File: config.mk
export PLATFORM = sky130hd
export DESIGN_NAME = instr_fetch_queue
export DESIGN_NICKNAME = d
export VERILOG_FILES = /design/src/rtl/fetch_pkg.sv /design/src/rtl/fwft_fifo.sv /design/src/rtl/instr_fetch_queue.sv
export SDC_FILE = /design/constraint.sdc
export NUM_CORES = 1
export LEC_CHECK = 0
export ABC_CLOCK_PERIOD_IN_PS = 18500
export BUFFER_PORTS_ARGS = -buffer_cell sky130_fd_sc_hd__buf_2
export CAP_MARGIN = 0
export CORE_MARGIN = 4
export CORE_UTILIZATION = 63
export DETAILED_ROUTE_END_ITERATION = 12
export PLACE_DENSITY = 0.89
export SLEW_MARGIN = 20
export SYNTH_ARGS = -nofsm -noshare
export SYNTH_HDL_FRONTEND = slang
export SYNTH_SLANG_ARGS = --single-unit
File: constraint.sdc
create_clock -name clk -period 18.5 [get_ports clk]
set_input_delay 3.7 -clock clk [delete_from_list [all_inputs] [get_ports clk]]
set_output_delay 3.7 -clock clk [all_outputs]
set_load 0.005 [all_outputs]
File: src/rtl/fetch_pkg.sv
// rtl/fetch_pkg.sv - shared widths and entry type for the instruction fetch queue
//
// Purpose: default address/data widths of the instruction RAM and the
// {pc, data} entry layout held by the prefetch queue.
// Ports: none (package).
package fetch_pkg;

    localparam int FETCH_ADDR_W_DEF = 11;
    localparam int FETCH_DATA_W_DEF = 32;

    // One queue entry at the default widths; pc occupies the upper bits.
    typedef struct packed {
        logic [FETCH_ADDR_W_DEF-1:0] pc;
        logic [FETCH_DATA_W_DEF-1:0] data;
    } fetch_entry_t;

endpackage

File: src/rtl/fwft_fifo.sv
// rtl/fwft_fifo.sv - first-word-fall-through queue with synchronous flush
//
// Purpose: DEPTH-entry FIFO whose head entry is always visible on head_o.
// Ports:
//   clk, rst         clock, asynchronous active-high reset
//   push_i           write push_data_i at the tail (caller never overflows)
//   push_data_i      entry to write
//   pop_i            drop the head entry (ignored when empty)
//   flush_i          empty the queue; overrides push and pop
//   head_o           head entry
//   count_o          occupancy, 0..DEPTH
module fwft_fifo #(
    parameter int  WIDTH = 43,
    parameter int  DEPTH = 4,
    localparam int PTR_W = $clog2(DEPTH),
    localparam int CNT_W = $clog2(DEPTH + 1)
) (
    input  logic             clk,
    input  logic             rst,
    input  logic             push_i,
    input  logic [WIDTH-1:0] push_data_i,
    input  logic             pop_i,
    input  logic             flush_i,
    output logic [WIDTH-1:0] head_o,
    output logic [CNT_W-1:0] count_o
);

    logic [WIDTH-1:0] mem_q [DEPTH];
    logic [PTR_W-1:0] wr_ptr_q, wr_ptr_d;
    logic [PTR_W-1:0] rd_ptr_q, rd_ptr_d;
    logic [CNT_W-1:0] count_q, count_d;
    logic             do_push;
    logic             do_pop;

    assign do_push = push_i && !flush_i;
    assign do_pop  = pop_i && !flush_i && (count_q != '0);

    always_comb begin
        wr_ptr_d = wr_ptr_q;
        rd_ptr_d = rd_ptr_q;
        count_d  = count_q;
        if (flush_i) begin
            wr_ptr_d = '0;
            rd_ptr_d = '0;
            count_d  = '0;
        end else begin
            // DEPTH is a power of two, so the pointers wrap naturally.
            if (do_push) wr_ptr_d = wr_ptr_q + PTR_W'(1);
            if (do_pop)  rd_ptr_d = rd_ptr_q + PTR_W'(1);
            count_d = count_q + CNT_W'(do_push) - CNT_W'(do_pop);
        end
    end

    always_ff @(posedge clk or posedge rst) begin
        if (rst) begin
            for (int i = 0; i < DEPTH; i++) mem_q[i] <= '0;
            wr_ptr_q <= '0;
            rd_ptr_q <= '0;
            count_q  <= '0;
        end else begin
            if (do_push) mem_q[wr_ptr_q] <= push_data_i;
            wr_ptr_q <= wr_ptr_d;
            rd_ptr_q <= rd_ptr_d;
            count_q  <= count_d;
        end
    end

    assign head_o  = mem_q[rd_ptr_q];
    assign count_o = count_q;

endmodule

File: src/rtl/instr_fetch_queue.sv
// rtl/instr_fetch_queue.sv - sequential instruction prefetch with branch redirect
//
// Purpose: streams words from the synchronous instruction RAM into a
// DEPTH-entry FWFT queue tagged with their word address; a redirect flushes
// the queue and any in-flight read and restarts fetch at redirect_pc.
// Optional feature macro: FETCH_STATS_EN adds fetch_cnt/flush_cnt outputs.
// Ports:
//   clk, rst           clock, asynchronous active-high reset
//   ram_rd_en          read strobe to the RAM
//   ram_addr1          read word address
//   ram_data1          read data, valid the cycle after the strobe
//   redirect_valid     redirect request, redirect_pc = new fetch address
//   instr_valid        head entry present
//   instr, instr_pc    head instruction and its word address
//   instr_ready        consumer accepts the head this cycle
//   count              queue occupancy
//   fetch_cnt          words pushed (FETCH_STATS_EN only)
//   flush_cnt          redirects accepted (FETCH_STATS_EN only)
module instr_fetch_queue
    import fetch_pkg::*;
#(
    parameter int  ADDR_W   = FETCH_ADDR_W_DEF,
    parameter int  DATA_W   = FETCH_DATA_W_DEF,
    parameter int  DEPTH    = 4,
    parameter int  RESET_PC = 0,
    localparam int CNT_W    = $clog2(DEPTH + 1)
) (
    input  logic              clk,
    input  logic              rst,
    output logic              ram_rd_en,
    output logic [ADDR_W-1:0] ram_addr1,
    input  logic [DATA_W-1:0] ram_data1,
    input  logic              redirect_valid,
    input  logic [ADDR_W-1:0] redirect_pc,
    output logic              instr_valid,
    output logic [DATA_W-1:0] instr,
    output logic [ADDR_W-1:0] instr_pc,
    input  logic              instr_ready,
    output logic [CNT_W-1:0]  count
`ifdef FETCH_STATS_EN
    ,
    output logic [31:0]       fetch_cnt,
    output logic [31:0]       flush_cnt
`endif
);

    localparam logic [ADDR_W-1:0] RESET_ADDR = ADDR_W'(RESET_PC);

    logic [ADDR_W-1:0]        fetch_pc_q, fetch_pc_d;
    logic [ADDR_W-1:0]        rd_pc_q, rd_pc_d;
    logic                     inflight_q, inflight_d;
    logic                     kill_q, kill_d;
    logic                     issue;
    logic                     push;
    logic                     pop;
    logic [CNT_W:0]           credit;
    logic [ADDR_W+DATA_W-1:0] head;

    // Slots already spoken for: queued words plus the one read still in
    // flight. A pop in the same cycle frees nothing for this decision.
    assign credit = {1'b0, count} + (CNT_W + 1)'(inflight_q);
    assign issue  = !rst && !redirect_valid && (credit < (CNT_W + 1)'(DEPTH));

    assign ram_rd_en = issue;
    assign ram_addr1 = fetch_pc_q;

    // A returning word is dropped if it was killed by last cycle's redirect
    // or if a redirect is flushing the queue right now.
    assign push = inflight_q && !kill_q && !redirect_valid;
    assign pop  = instr_valid && instr_ready && !redirect_valid;

    always_comb begin
        fetch_pc_d = fetch_pc_q;
        if (redirect_valid)  fetch_pc_d = redirect_pc;
        else if (issue)      fetch_pc_d = fetch_pc_q + ADDR_W'(1);
        rd_pc_d    = issue ? fetch_pc_q : rd_pc_q;
        inflight_d = issue;
        kill_d     = redirect_valid && inflight_q;
    end

    always_ff @(posedge clk or posedge rst) begin
        if (rst) begin
            fetch_pc_q <= RESET_ADDR;
            rd_pc_q    <= '0;
            inflight_q <= 1'b0;
            kill_q     <= 1'b0;
        end else begin
            fetch_pc_q <= fetch_pc_d;
            rd_pc_q    <= rd_pc_d;
            inflight_q <= inflight_d;
            kill_q     <= kill_d;
        end
    end

    fwft_fifo #(
        .WIDTH (ADDR_W + DATA_W),
        .DEPTH (DEPTH)
    ) u_queue (
        .clk         (clk),
        .rst         (rst),
        .push_i      (push),
        .push_data_i ({rd_pc_q, ram_data1}),
        .pop_i       (pop),
        .flush_i     (redirect_valid),
        .head_o      (head),
        .count_o     (count)
    );

    assign instr_valid = (count != '0);
    assign instr_pc    = head[ADDR_W+DATA_W-1:DATA_W];
    assign instr       = head[DATA_W-1:0];

`ifdef FETCH_STATS_EN
    logic [31:0] fetch_cnt_q;
    logic [31:0] flush_cnt_q;

    always_ff @(posedge clk or posedge rst) begin
        if (rst) begin
            fetch_cnt_q <= '0;
            flush_cnt_q <= '0;
        end else begin
            if (push)           fetch_cnt_q <= fetch_cnt_q + 32'd1;
            if (redirect_valid) flush_cnt_q <= flush_cnt_q + 32'd1;
        end
    end

    assign fetch_cnt = fetch_cnt_q;
    assign flush_cnt = flush_cnt_q;
`endif

endmodule

==> results list, run 1 <==
- Status: finished clean
* Total routed wirelength: roughly 18 mm
* Critical path data required time: 14.80 ns
- Via count: 5196
* Routed WL per cell: ~21 µm
- STA classifies the critical path startpoint as a primary input.
- OpenSTA, run right after detailed placement, puts the worst setup slack at a little over 9 ns.
* Minimum period implied by the final worst setup slack: between 9 and 10 ns
* Critical setup path kind: in -> out
- Standard cell core area: 0.01404 mm²
- After clock tree synthesis, the clock-pin slew on the worst setup and hold paths is about 0.060 ns.
* Clock Tree Root: sky130_fd_sc_hd__clkbuf_16
- Max-cap violations in this run came to 0.
* Die Span X: 128.4 µm
- In the global route stage, overall resource usage came out at a little under a quarter.
- Post-CTS Hold Fix Bufs: 0
* Pleak: 0.004790 µW
* Synth area leaders: sky130_fd_sc_hd__dfrtp_1, sky130_fd_sc_hd__mux2_2, sky130_fd_sc_hd__mux4_2
* Worst Max-Slew Pin Slew: 0.8065 ns
- Power per cell area: 143.3 mW/mm²
- For this run, the number of Yosys warnings is 0.
* Largest area contributor in the netlist: sky130_fd_sc_hd__dfrtp_1
- Maximum clock frequency: between 100 and 150 MHz
- In the synthesized netlist the dominant register cell turns out to be sky130_fd_sc_hd__dfrtp_1.
- Across all setup checks in the final design, the least slack found is 9.182 ns.
- Setup repair after global routing left no endpoint under its margin.
- Most common library cells after synthesis: sky130_fd_sc_hd__dfrtp_1, sky130_fd_sc_hd__mux2_2, sky130_fd_sc_hd__mux4_2
- Largest net degree at the start of global routing: ~120
* Total Die Area: around 0.016 mm²
- In this run the deepest clock path goes through 3 buffers.
* Antenna cells: 0
- CTS built an H-tree with a depth of 1.
- The number of antenna violations at the first check in global routing came to 0.
* HPWL reported at the end of detailed placement: 11.43 mm
- Post-synthesis instance total: 568
* Final max-slew violation count: 0
- Yosys instantiated no cell more often than sky130_fd_sc_hd__dfrtp_1.
- Part of the Yosys area used for sequential elements: 55.59%
* Layout-stage area growth over the synthesis result: 12.78%
- After detailed routing, the met2 layer carries a little over 9 mm of wire.
- Input and output buffers added on the ports amount to ~110.
* Number of global-route vias before repair: 5634
* Count of fill cells added during filler insertion: between 800 and 900
* Net count after synthesis: 624
- The clock drives approximately 200 sinks.
* First-pass GRT wire length: 29.78 mm
- DR WL met3: 636 µm
* Final setup fails: 0
* Number of placed instances, taps included: 826
* Starting Density: ~65%
- In this run, synthesis inferred 0 flip-flops with an integrated enable.
* Clk_lat worst skew: 0.48 ns
- Ratio of routed vias to standard cells: between 6 and 7
- Worst slew slack as a fraction of its limit: 46.23%
* Top sig layer: met4
- Worst Skew: 0.008629 ns
- TritonCTS created 20 clock buffers.
- Iter 0 DRT Violations: 280
- WP data arrival: 5.62 ns
- Worst VDD drop: 0.00008203 V
- Hold is met by about 0.50 ns.
* Kind of capture point of the worst setup path: output port
- Once the clock tree was built, the setup fixing pass inserted 0 buffers.
- Yosys cell types: 40
* Portion of synthesized cell area occupied by the leading cell type: 55.59%
- Routability-driven placement finished with a final weighted congestion of 0.8151.
* Aggregate global routing overflow: 0
- Excluding fillers, the count of instances in the completed layout stands at 859.
- The worst path uses 50.37% of the clock period.
* Proportion of layout cells with a drive suffix above 1: 56.11%
* Number of iterations in the first detailed-routing pass: 4
* Yosys reg bits: 203
- Final hold violation count: 0
* I/O pin count: 106
* Class of the most critical hold timing path: reg -> reg
- DRT met1 WL: 7.836 mm
- Resized cells post-CTS: 0
- For the final routed database, the setup TNS stands at 0 ns.
- Along the worst path, the maximum fanout reaches about 120.
- In this run the cell area of the synthesized design comes to 0.009138 mm².
- Counting flops with an async set or reset pin after synthesis yields a share of 100.0%.
- For this run, design rule violations remaining after detail routing come to 0.
* Avg Cell Area, Syn: 16.09 µm²
- The detail route stage leaves a number of antenna-violating nets equal to 0.
- In the final design database the tool counted 724 nets.
- The die is 128.4 µm tall.
* Site Rows: 43
* TritonCTS clock tree: done
[registers in the layout, summed over array words and instances (netlist names)]
name,flops
u_queue.mem_q,172
ram_addr1,11
rd_pc_q,11
u_queue.count_o,3
u_queue.rd_ptr_q,2
u_queue.wr_ptr_q,2
inflight_q,1
kill_q,1
[critical path, stage by stage]
cell and delay [ns]:
sky130_fd_sc_hd__buf_2 0.16, sky130_fd_sc_hd__inv_8 0.53, sky130_fd_sc_hd__a32oi_2 0.30, sky130_fd_sc_hd__nor2_2 0.67, sky130_fd_sc_hd__buf_2 0.24
[placed cells by master (no fill, tap or decap), drive strengths merged]
cell type  instances
a21oi              1
a22oi              2
a31oi              7
a32oi              3
and2               6
and3b              1
and4               2
and4b              1
buf              112
clkbuf            28
clkinv             4
clkinvlp           1
dfrtp            203
fa                 1
ha                 8
inv                9
mux2             183
mux2i              2
mux4              43
nand2              6
nand2b             1
nand3              4
nand4              2
nor2              18
nor2b              2
nor3b              1
nor4bb             2
o211ai             2
o21ai              6
o31ai              3
or3                6
or4                3
xnor2              2
xor2               4
[final timing paths]
check                                                from                         endpoint  slack, ns  cells after the start
max in group asynchronous                             rst  u_queue.rd_ptr_q[1]$_DFFE_PP0P_      13.79                      3
min in group asynchronous                             rst     u_queue.count_o[1]$_DFF_PP0_       3.40                      2
hold reg to reg            u_queue.mem_q[137]$_DFFE_PP0P_   u_queue.mem_q[137]$_DFFE_PP0P_       0.50                      1
setup reg to reg             u_queue.count_o[1]$_DFF_PP0_           rd_pc_q[9]$_DFFE_PP0P_      16.12                      5
hold / removal             u_queue.mem_q[137]$_DFFE_PP0P_   u_queue.mem_q[137]$_DFFE_PP0P_       0.50                      1
setup / recovery                                      rst                        ram_rd_en       9.18                      5
[kinds of logic (layout without fill, tap and decap cells)]
family / Yosys count / after routing / share of synthesized area [%]
muxes: 228 / 228 / 33.74
AOI/OAI and AO/OA: 24 / 24 / 1.944
xor gates and xnor gates: 6 / 6 / 0.5751
and+or+nand+nor: 55 / 55 / 3.355
adders and majority gates: 9 / 9 / 1.315
DFF: 203 / 203 / 55.59
buffers and inverters: 43 / 154 / 3.478
[layout make-up]
cell class	instances	area, µm²	area share (%)
inverters	9	41.29	0.4007
multi-input cells	322	3745	36.34
flip-flops and latches	203	5082	49.32
repair buffers	112	581.8	5.646
clock inverters	5	38.79	0.3764
well taps	180	225.2	2.186
clock buffers	28	590.6	5.731
[layer usage]
metal  global-route usage, %  vias to the layer above
li1                        -                     2302
met1                   32.07                     2723
met2                   37.85                      133
met3                   2.781                       38
met4                   6.180                        0
met5                       0                        -
[stage by stage]
step                utilization [%]  total power, µW  cell area [µm²]
CTS                           73.36             1493            10300
finish                        73.39             1477            10300
detailed placement            68.88             1102             9672
global route                  73.39             1558            10300
global placement              68.88             1070             9672
floorplan                         -            940.4             9138
[report_power, final]
part	internal (µW)	switching, µW	leakage, µW
logic	264	156	0.00186
registers	576	98.3	0.00262
clock network	222	160	0.000311
No activity file was read; power rests on OpenSTA's default activity.
==> run 2: changes to the inputs <==
--- a/config.mk
+++ b/config.mk
@@ -5,13 +5,14 @@
 export SDC_FILE = /design/constraint.sdc
 export NUM_CORES = 1
 export LEC_CHECK = 0
-export ABC_CLOCK_PERIOD_IN_PS = 18500
+export ABC_AREA = 1
+export ABC_CLOCK_PERIOD_IN_PS = 8450
 export BUFFER_PORTS_ARGS = -buffer_cell sky130_fd_sc_hd__buf_2
 export CAP_MARGIN = 0
 export CORE_MARGIN = 4
-export CORE_UTILIZATION = 63
+export CORE_UTILIZATION = 53
 export DETAILED_ROUTE_END_ITERATION = 12
-export PLACE_DENSITY = 0.89
+export PLACE_DENSITY = 0.8
 export SLEW_MARGIN = 20
 export SYNTH_ARGS = -nofsm -noshare
 export SYNTH_HDL_FRONTEND = slang
==> constraint.sdc (replaced) <==
create_clock -name clk -period 8.45 [get_ports clk]
set_input_delay 1.69 -clock clk [delete_from_list [all_inputs] [get_ports clk]]
set_output_delay 1.69 -clock clk [all_outputs]
set_load 0.005 [all_outputs]
==> results list, run 2 <==
* Status: finished clean
* Post-route worst setup slack: 3.884 ns (-5.298 ns)
- Highest cell delay on the worst timing path: 0.50 ns (-0.17 ns)
- Clock Tree Root: sky130_fd_sc_hd__clkbuf_16
- STA classifies the critical path startpoint as a primary input.
- The routed length per instance was 15.32 µm (-27%).
- The number of top-level pins came to 106 (unchanged).
- TritonCTS built the clock tree.
* Maximum buffer depth of the clock tree: 3 (unchanged)
* Net count after synthesis: 1110 (+78%)
- The data required time of the worst path is 6.76 ns (-8.04 ns).
- Weighted congestion reported at the end of routability-driven placement: 0.7693 (-5.6%)
- The buffers inserted during post-CTS setup optimization was 0 (unchanged).
* Clk_lat worst skew: 0.49 ns (about the same)
- The half-perimeter wire length after placement came to 11.75 mm (+2.8%).
- Post-CTS Hold Fix Bufs: 0 (unchanged)
- Yosys reg bits: 203 (unchanged)
- The area share of the leading cell type in the synthesized netlist is 55.61% (about the same).
- The sequential element share of the synthesized area was 55.61% (about the same).
* Number of iterations in the first detailed-routing pass: 5 (+1)
- The async set-reset flop share out of synthesis was 100.0% (unchanged).
* Antenna cells: 0 (unchanged)
* Largest net degree at the start of global routing: 130 (+6.6%)
- The global-route wire length before repair is 34.82 mm (+17%).
- The number of antenna violations at the first check in global routing came to 0 (unchanged).
* Aggregate global routing overflow: 0 (unchanged)
- The final number of max-transition violations came to 0 (unchanged).
- The final setup skew is 0.01377 ns (+0.005137 ns).
- Family with the most delay on the worst path: simple AND/OR/NAND/NOR gates
* Synth area leaders: sky130_fd_sc_hd__dfrtp_1, sky130_fd_sc_hd__nand2_1, sky130_fd_sc_hd__o21ai_1
- Clock net sink count: 203 (unchanged)
- On the critical path, the stage with the largest delay is an instance of sky130_fd_sc_hd__nor2_2.
* Most common library cells after synthesis: sky130_fd_sc_hd__nand2_1, sky130_fd_sc_hd__dfrtp_1, sky130_fd_sc_hd__o21ai_1
* Site Rows: 47 (+9.3%)
- The maximum level of the CTS H-tree came to 1 (unchanged).
- Die Ht: 139.3 µm (+8.5%)
- The data arrival time at the worst-slack endpoint was 2.88 ns (-2.74 ns).
- The overall track demand over capacity in global routing was 21.08% (-1.6 points).
- Syn Std Cell Area: 0.009135 mm² (about the same)
* Top FF cell, synth: sky130_fd_sc_hd__dfrtp_1
- The count of unique library cells instantiated by Yosys is 24 (-40%).
- Final hold violation count: 0 (unchanged)
- Resized cells post-CTS: 0 (unchanged)
- Most instantiated library cell after synthesis: sky130_fd_sc_hd__nand2_1
- Buffers & Inverters on Critical Path: 2 (-1)
* Worst Max-Slew Pin Slew: 0.9859 ns (+0.1794 ns)
- The critical path goes through buf_2 > nor2_1 > nand2_1 > nor2_2 > buf_2.
* Pre-CTS setup slack: 3.876 ns (-5.214 ns)
- The flip-flop count of the largest register after layout is 172 (unchanged).
- The area growth from synthesis to layout is 12.59%.
- STA classifies the critical path endpoint as an output port.
- Power per cell area: 336.0 mW/mm² (+130%)
- Post-synthesis instance total: 1054 (+86%)
- Dividing the final minimum period by the clock period gives approximately 54%.
* Standard cell core area: 0.01676 mm² (+19%)
- The number of antenna-violating nets in the routed design was 0 (unchanged).
- The number of enable-type register cells in the synthesized netlist is 0 (unchanged).
- Leaving out fill and tap cells, the most frequent cells in the layout are sky130_fd_sc_hd__nand2_1, sky130_fd_sc_hd__dfrtp_1, sky130_fd_sc_hd__o21ai_1.
- Post-layout nets: 1175 (+62%)
* Area after detailed placement: 0.009557 mm² (-1.2%)
- Minimum period implied by the final worst setup slack: 4.566 ns
- Post-route DRC: 0 (unchanged)
* Register with the most flip-flops: u_queue.mem_q
* Number of synthesis warnings: 0 (unchanged)
- CTS clk-pin slew, worst paths: 0.06 ns (about the same)
* Final setup fails: 0 (unchanged)
* Starting Density: 54.51% (-11 points)
- Class of the most critical hold timing path: reg -> reg
- Maximum clock frequency: 219.0 MHz
* Most common cell after layout, fill and taps aside: sky130_fd_sc_hd__nand2_1
- The design area came to 0.01028 mm² (-0.19%).
- Worst slew slack as a fraction of its limit: 34.27% (-12 points)
- Die Span X: 139.3 µm (+8.5%)
* Total Die Area: 0.01940 mm² (+18%)
* Largest area contributor in the netlist: sky130_fd_sc_hd__dfrtp_1
* Avg Cell Area, Syn: 8.667 µm² (-46%)
- Pleak: 0.005190 µW (+8.4%)
* Hold Slack: 0.4776 ns (-0.02616 ns)
* Ratio of routed vias to standard cells: 5.456 (-9.8%)
- Via count: 7387 (+42%)
* Number of buffers inserted by port buffering: 105 (unchanged)
* Number of global-route vias before repair: 7233 (+28%)
- Worst VDD drop: 0.0001796 V (+120%)
* Proportion of layout cells with a drive suffix above 1: 14.73% (-41 points)
- Critical setup path kind: in -> out
- The cell that appears most often on the critical path is sky130_fd_sc_hd__buf_2.
- The highest fanout seen on the critical path is 22 (-82%).
* MaxCap Viol Count: 0 (unchanged)
- Setup Total Neg Slack: 0 ns (unchanged)
- The number of fill cells in the layout came to 1450 (+70%).
- The number of CTS-inserted buffers came to 22 (+10%).
- Setup repair after global routing left no endpoint under its margin.
- The wire length reported by the detailed router is 20.74 mm (+15%).
- The number of DRC markers in iteration 0 is 566 (+100%).
[run 2: stage by stage]
| step | cells | utilization, % | total power [µW] |
|---|---|---|---|
| 6_report | 1354 | 61.37 | 3455 |
| 3_3_place_gp | 1315 | 57.02 | 2482 |
| 4_1_cts | 1354 | 61.37 | 3480 |
| 3_5_place_dp | 1315 | 57.02 | 2517 |
| 5_1_grt | 1354 | 61.37 | 3708 |
| 2_1_floorplan | 1054 | - | 2090 |
[run 2: power by group]
part	leakage (µW)	total [µW]	switching (µW)	internal, µW
Sequential	0.00270	1380	150	1230
Combinational	0.00213	1120	674	446
Clock	0.000365	953	374	579
Total	0.00519	3460	1200	2260
[run 2: path summary, 6_finish.rpt]
| kind | cells after the start | slack, ns | from | endpoint |
|---|---|---|---|---|
| worst min register to register | 2 | 0.48 | u_queue.mem_q[125]$_DFFE_PP0P_ | u_queue.mem_q[125]$_DFFE_PP0P_ |
| max in group asynchronous | 3 | 5.60 | rst | rd_pc_q[3]$_DFFE_PP0P_ |
| worst max-delay path | 5 | 3.88 | redirect_valid | ram_rd_en |
| worst min-delay path | 2 | 0.48 | u_queue.mem_q[125]$_DFFE_PP0P_ | u_queue.mem_q[125]$_DFFE_PP0P_ |
| worst max register to register | 5 | 6.27 | inflight_q$_DFF_PP0_ | u_queue.mem_q[41]$_DFFE_PP0P_ |
| min in group asynchronous | 2 | 1.35 | rst | u_queue.count_o[2]$_DFF_PP0_ |
[run 2: area by class of cell]
| cell class | instances | area (µm²) | area share (%) |
|---|---|---|---|
| repair buffers | 110 | 563.0 | 5.474 |
| clock inverters | 6 | 55.05 | 0.5353 |
| inverters | 70 | 270.3 | 2.628 |
| clock buffers | 33 | 673.1 | 6.545 |
| flip-flops and latches | 203 | 5081 | 49.40 |
| well taps | 220 | 275.3 | 2.676 |
| multi-input cells | 712 | 3367 | 32.74 |
[run 2: logic make-up (layout without fill, tap and decap cells)]
| family | count (synthesis) | after routing | synth area share, % |
|---|---|---|---|
| AOI/OAI and AO/OA | 325 | 325 | 18.93 |
| xor gates and xnor gates | 4 | 4 | 0.3836 |
| adders and majority gates | 9 | 9 | 1.315 |
| buffers and inverters | 139 | 219 | 7.533 |
| DFF | 203 | 203 | 55.61 |
| and+or+nand+nor | 374 | 374 | 16.23 |
[run 2: worst reg2reg max path, stage by stage, from the launching register on]
cell and delay [ns]:
sky130_fd_sc_hd__dfrtp_1 0.44, sky130_fd_sc_hd__inv_2 0.08, sky130_fd_sc_hd__nor3_4 0.43, sky130_fd_sc_hd__nand2_4 0.67
sky130_fd_sc_hd__nand2_1 0.34, sky130_fd_sc_hd__o21ai_2 0.09
[run 2: layer usage]
layer,track usage [%],up-vias,wire length (µm)
met1,28.94,3529,9272
met5,0,-,0
li1,-,3624,-
met4,5.149,0,376
met3,3.396,27,1200
met2,35.47,207,9890
==> run 3: changes to the inputs <==
--- a/config.mk
+++ b/config.mk
@@ -6,13 +6,13 @@
 export NUM_CORES = 1
 export LEC_CHECK = 0
 export ABC_AREA = 1
-export ABC_CLOCK_PERIOD_IN_PS = 8450
+export ABC_CLOCK_PERIOD_IN_PS = 4600
 export BUFFER_PORTS_ARGS = -buffer_cell sky130_fd_sc_hd__buf_2
 export CAP_MARGIN = 0
 export CORE_MARGIN = 4
-export CORE_UTILIZATION = 53
+export CORE_UTILIZATION = 58
 export DETAILED_ROUTE_END_ITERATION = 12
-export PLACE_DENSITY = 0.8
+export PLACE_DENSITY = 0.83
 export SLEW_MARGIN = 20
 export SYNTH_ARGS = -nofsm -noshare
 export SYNTH_HDL_FRONTEND = slang
==> constraint.sdc (replaced) <==
create_clock -name clk -period 4.6 [get_ports clk]
set_input_delay 0.92 -clock clk [delete_from_list [all_inputs] [get_ports clk]]
set_output_delay 0.92 -clock clk [all_outputs]
set_load 0.005 [all_outputs]
==> results list, run 3 (synthesis results as in run 2) <==
* Number of buffers created by CTS: 21 (-4.5%)
- Fraction of power consumed by the clock network: 26.8% (-0.8 points)
* Post-CTS Hold Fix Bufs: 0 (unchanged)
- The switching power total was 2200 µW (+84%).
- u_queue.mem_q holds more flip-flops than any other register.
- The highest fanout seen on the critical path was 30 (+36%).
- The final setup skew came to 0.01161 ns (-0.002152 ns).
- Kind of capture point of the worst setup path: output port
- The data required time of the worst path is 3.68 ns (-3.08 ns).
* MaxCap Viol Count: 0 (unchanged)
* Pleak: 0.005197 µW (+0.12%)
- Resized cells post-CTS: 0 (unchanged)
- TritonCTS built the clock tree.
- The clock-pin slew on the worst setup and hold paths was 0.06 ns (about the same).
* Die Span X: 133.5 µm (-4.2%)
- The half-perimeter wire length after placement was 11.91 mm (+1.4%).
- The depth of the worst register-to-register path was 11 (+6).
* Critical register-to-register path startpoint: u_queue.count_o[1]$_DFF_PP0_
* Clock net sink count: 203 (unchanged)
- Setup repair after global routing left no endpoint under its margin.
* Startpoint of the tightest hold check path: u_queue.mem_q[83]$_DFFE_PP0P_
- Number of global-route vias before repair: 7019 (-3.0%)
- The number of port buffers was 105 (unchanged).
- Iter 0 DRT Violations: 725 (+28%)
- Final hold violation count: 0 (unchanged)
- The count of endpoints failing setup in the final report came to 0 (unchanged).
* Post-layout nets: 1178 (+0.26%)
- Aggregate global routing overflow: 0 (unchanged)
- The total power consumption of the routed design is 6307 µW (+83%).
- Worst Hold Path EP: u_queue.mem_q[83]$_DFFE_PP0P_
* Die Ht: 133.5 µm (-4.2%)
- The weighted congestion at the end of routability-driven global placement came to 0.7833 (+1.8%).
- The proportion of power drawn by flip-flops and latches is 40.3% (+0.3 points).
- The global-route wire length before repair came to 33.81 mm (-2.9%).
* Maximum buffer depth of the clock tree: 3 (unchanged)
- Setup Total Neg Slack: 0 ns (unchanged)
- Class of the most critical hold timing path: reg -> reg
- The via count normalized by instance count came to 5.479 (+0.43%).
- Antenna cells: 0 (unchanged)
- Clock H-tree levels: 1 (unchanged)
- Based on the critical path, the design can be clocked at up to 310.8 MHz.
- Number of antenna violations at the first check in global routing: 1 (+1)
* Antenna-violating nets left: 0 (unchanged)
* Overall fraction of global-route tracks in use: 22.67% (+1.6 points)
- Worst slew slack as a fraction of its limit: 35.03% (+0.76 points)
- The area of the core region is 0.01531 mm² (-8.6%).
* Status: finished clean
* Power per cell area: 612.9 mW/mm² (+82%)
- The worst setup path is of the reg -> out kind.
- Largest net degree at the start of global routing: 88 (-32%)
* Most common cell after layout, fill and taps aside: sky130_fd_sc_hd__nand2_1
- The switching portion of total power was 34.89% (+0.22 points).
* Number of cells on the worst hold path: 2 (unchanged)
- The worst path needs 3.218 ns of the cycle, external delays included.
- Routed WL per cell: 15.17 µm (-0.98%)
* Number of iterations in the first detailed-routing pass: 5 (unchanged)
* Combinational cell fraction of total power: 32.9% (+0.5 points)
- Final max-slew violation count: 0 (unchanged)
- The wire length reported by the detailed router was 20.45 mm (-1.4%).
* Commonest non-fill, non-tap cells in the layout: sky130_fd_sc_hd__nand2_1, sky130_fd_sc_hd__dfrtp_1, sky130_fd_sc_hd__o21ai_1
- The slew at the pin closest to its max-slew limit was 0.9745 ns (-0.01137 ns).
- Number of flip-flops under the largest register name: 172 (unchanged)
* Clk_lat worst skew: 0.49 ns (about the same)
- Post-CTS setup buffer count: 0 (unchanged)
- Layout-stage area growth over the synthesis result: 12.66% (about the same)
- Proportion of layout cells with a drive suffix above 1: 15.04% (+0.31 points)
- Total Die Area: 0.01782 mm² (-8.1%)
- Setup slack of the most critical reg-to-reg path: 2.42 ns (-3.85 ns)
- The root buffer cell chosen for the clock tree is sky130_fd_sc_hd__clkbuf_16.
- Post-route DRC: 0 (unchanged)
- The worst register-to-register path ends at u_queue.count_o[2]$_DFF_PP0_.
* Worst VDD drop: 0.0003366 V (+87%)
- Site Rows: 45 (-4.3%)
- The worst setup path is launched from a flip-flop.
- Starting Density: 59.65% (+5.1 points)
* WP data arrival: 2.30 ns (-0.58 ns)
- The total number of vias was 7386 (-0.014%).
* Internal power component: 4107 µW (+82%)
- After layout, the worst path uses 69.95% of the clock period.
* I/O pin count: 106 (unchanged)
run 3: worst max-delay path: stages (launching register included):
cell and delay [ns]:
sky130_fd_sc_hd__dfrtp_1 0.38, sky130_fd_sc_hd__inv_1 0.39, sky130_fd_sc_hd__buf_4 0.44, sky130_fd_sc_hd__o21ai_0 0.18, sky130_fd_sc_hd__o22ai_1 0.24, sky130_fd_sc_hd__buf_2 0.17
run 3: final cells by class:
cell class,instances,area (µm²)
inverter,70,266.5
multi-input combinational,712,3367
clock buffer,35,688.2
clock inverter,3,18.77
sequential,203,5081
timing repair buffer,114,605.6
fill,1255,5024
tap,211,264.0
run 3: power groups by stage:
stage / clock network, µW / logic [µW] / registers, µW
after floorplan: 0 / 1350 / 2490
after global placement: 0 / 2000 / 2540
after detailed placement: 0 / 2080 / 2560
after CTS: 1720 / 2090 / 2530
after global routing: 1790 / 2330 / 2600
final: 1690 / 2070 / 2540
run 3: metrics by stage:
stage                     worst slack, ns  instance area (µm²)  std cells  util [%]  hold slack (ns)
after floorplan                     1.050                 9139       1054         -           0.4479
after global placement              1.570                 9584       1310     62.58           0.4596
after detailed placement            1.531                 9584       1310     62.58           0.4632
after CTS                           1.384                10290       1348     67.20           0.4786
after global routing                1.247                10290       1348     67.20           0.4869
final                               1.382                10290       1348     67.20           0.4790
run 3: worst max-delay path by stage:
stage                                    startpoint                    to  cells past startpoint
floorplan                                       rst  inflight_q$_DFF_PP0_                      1
global placement                     redirect_valid             ram_rd_en                      5
detailed placement                   redirect_valid             ram_rd_en                      5
CTS                 u_queue.rd_ptr_q[1]$_DFFE_PP0P_              instr[1]                      5
global route        u_queue.rd_ptr_q[1]$_DFFE_PP0P_              instr[0]                      5
finish              u_queue.rd_ptr_q[1]$_DFFE_PP0P_              instr[1]                      5
run 3: routing by layer:
layer	routed length (µm)	global-route usage (%)
met5	13	0
met4	427	6.629
met3	1232	3.134
met2	9563	36.65
met1	9209	32.44
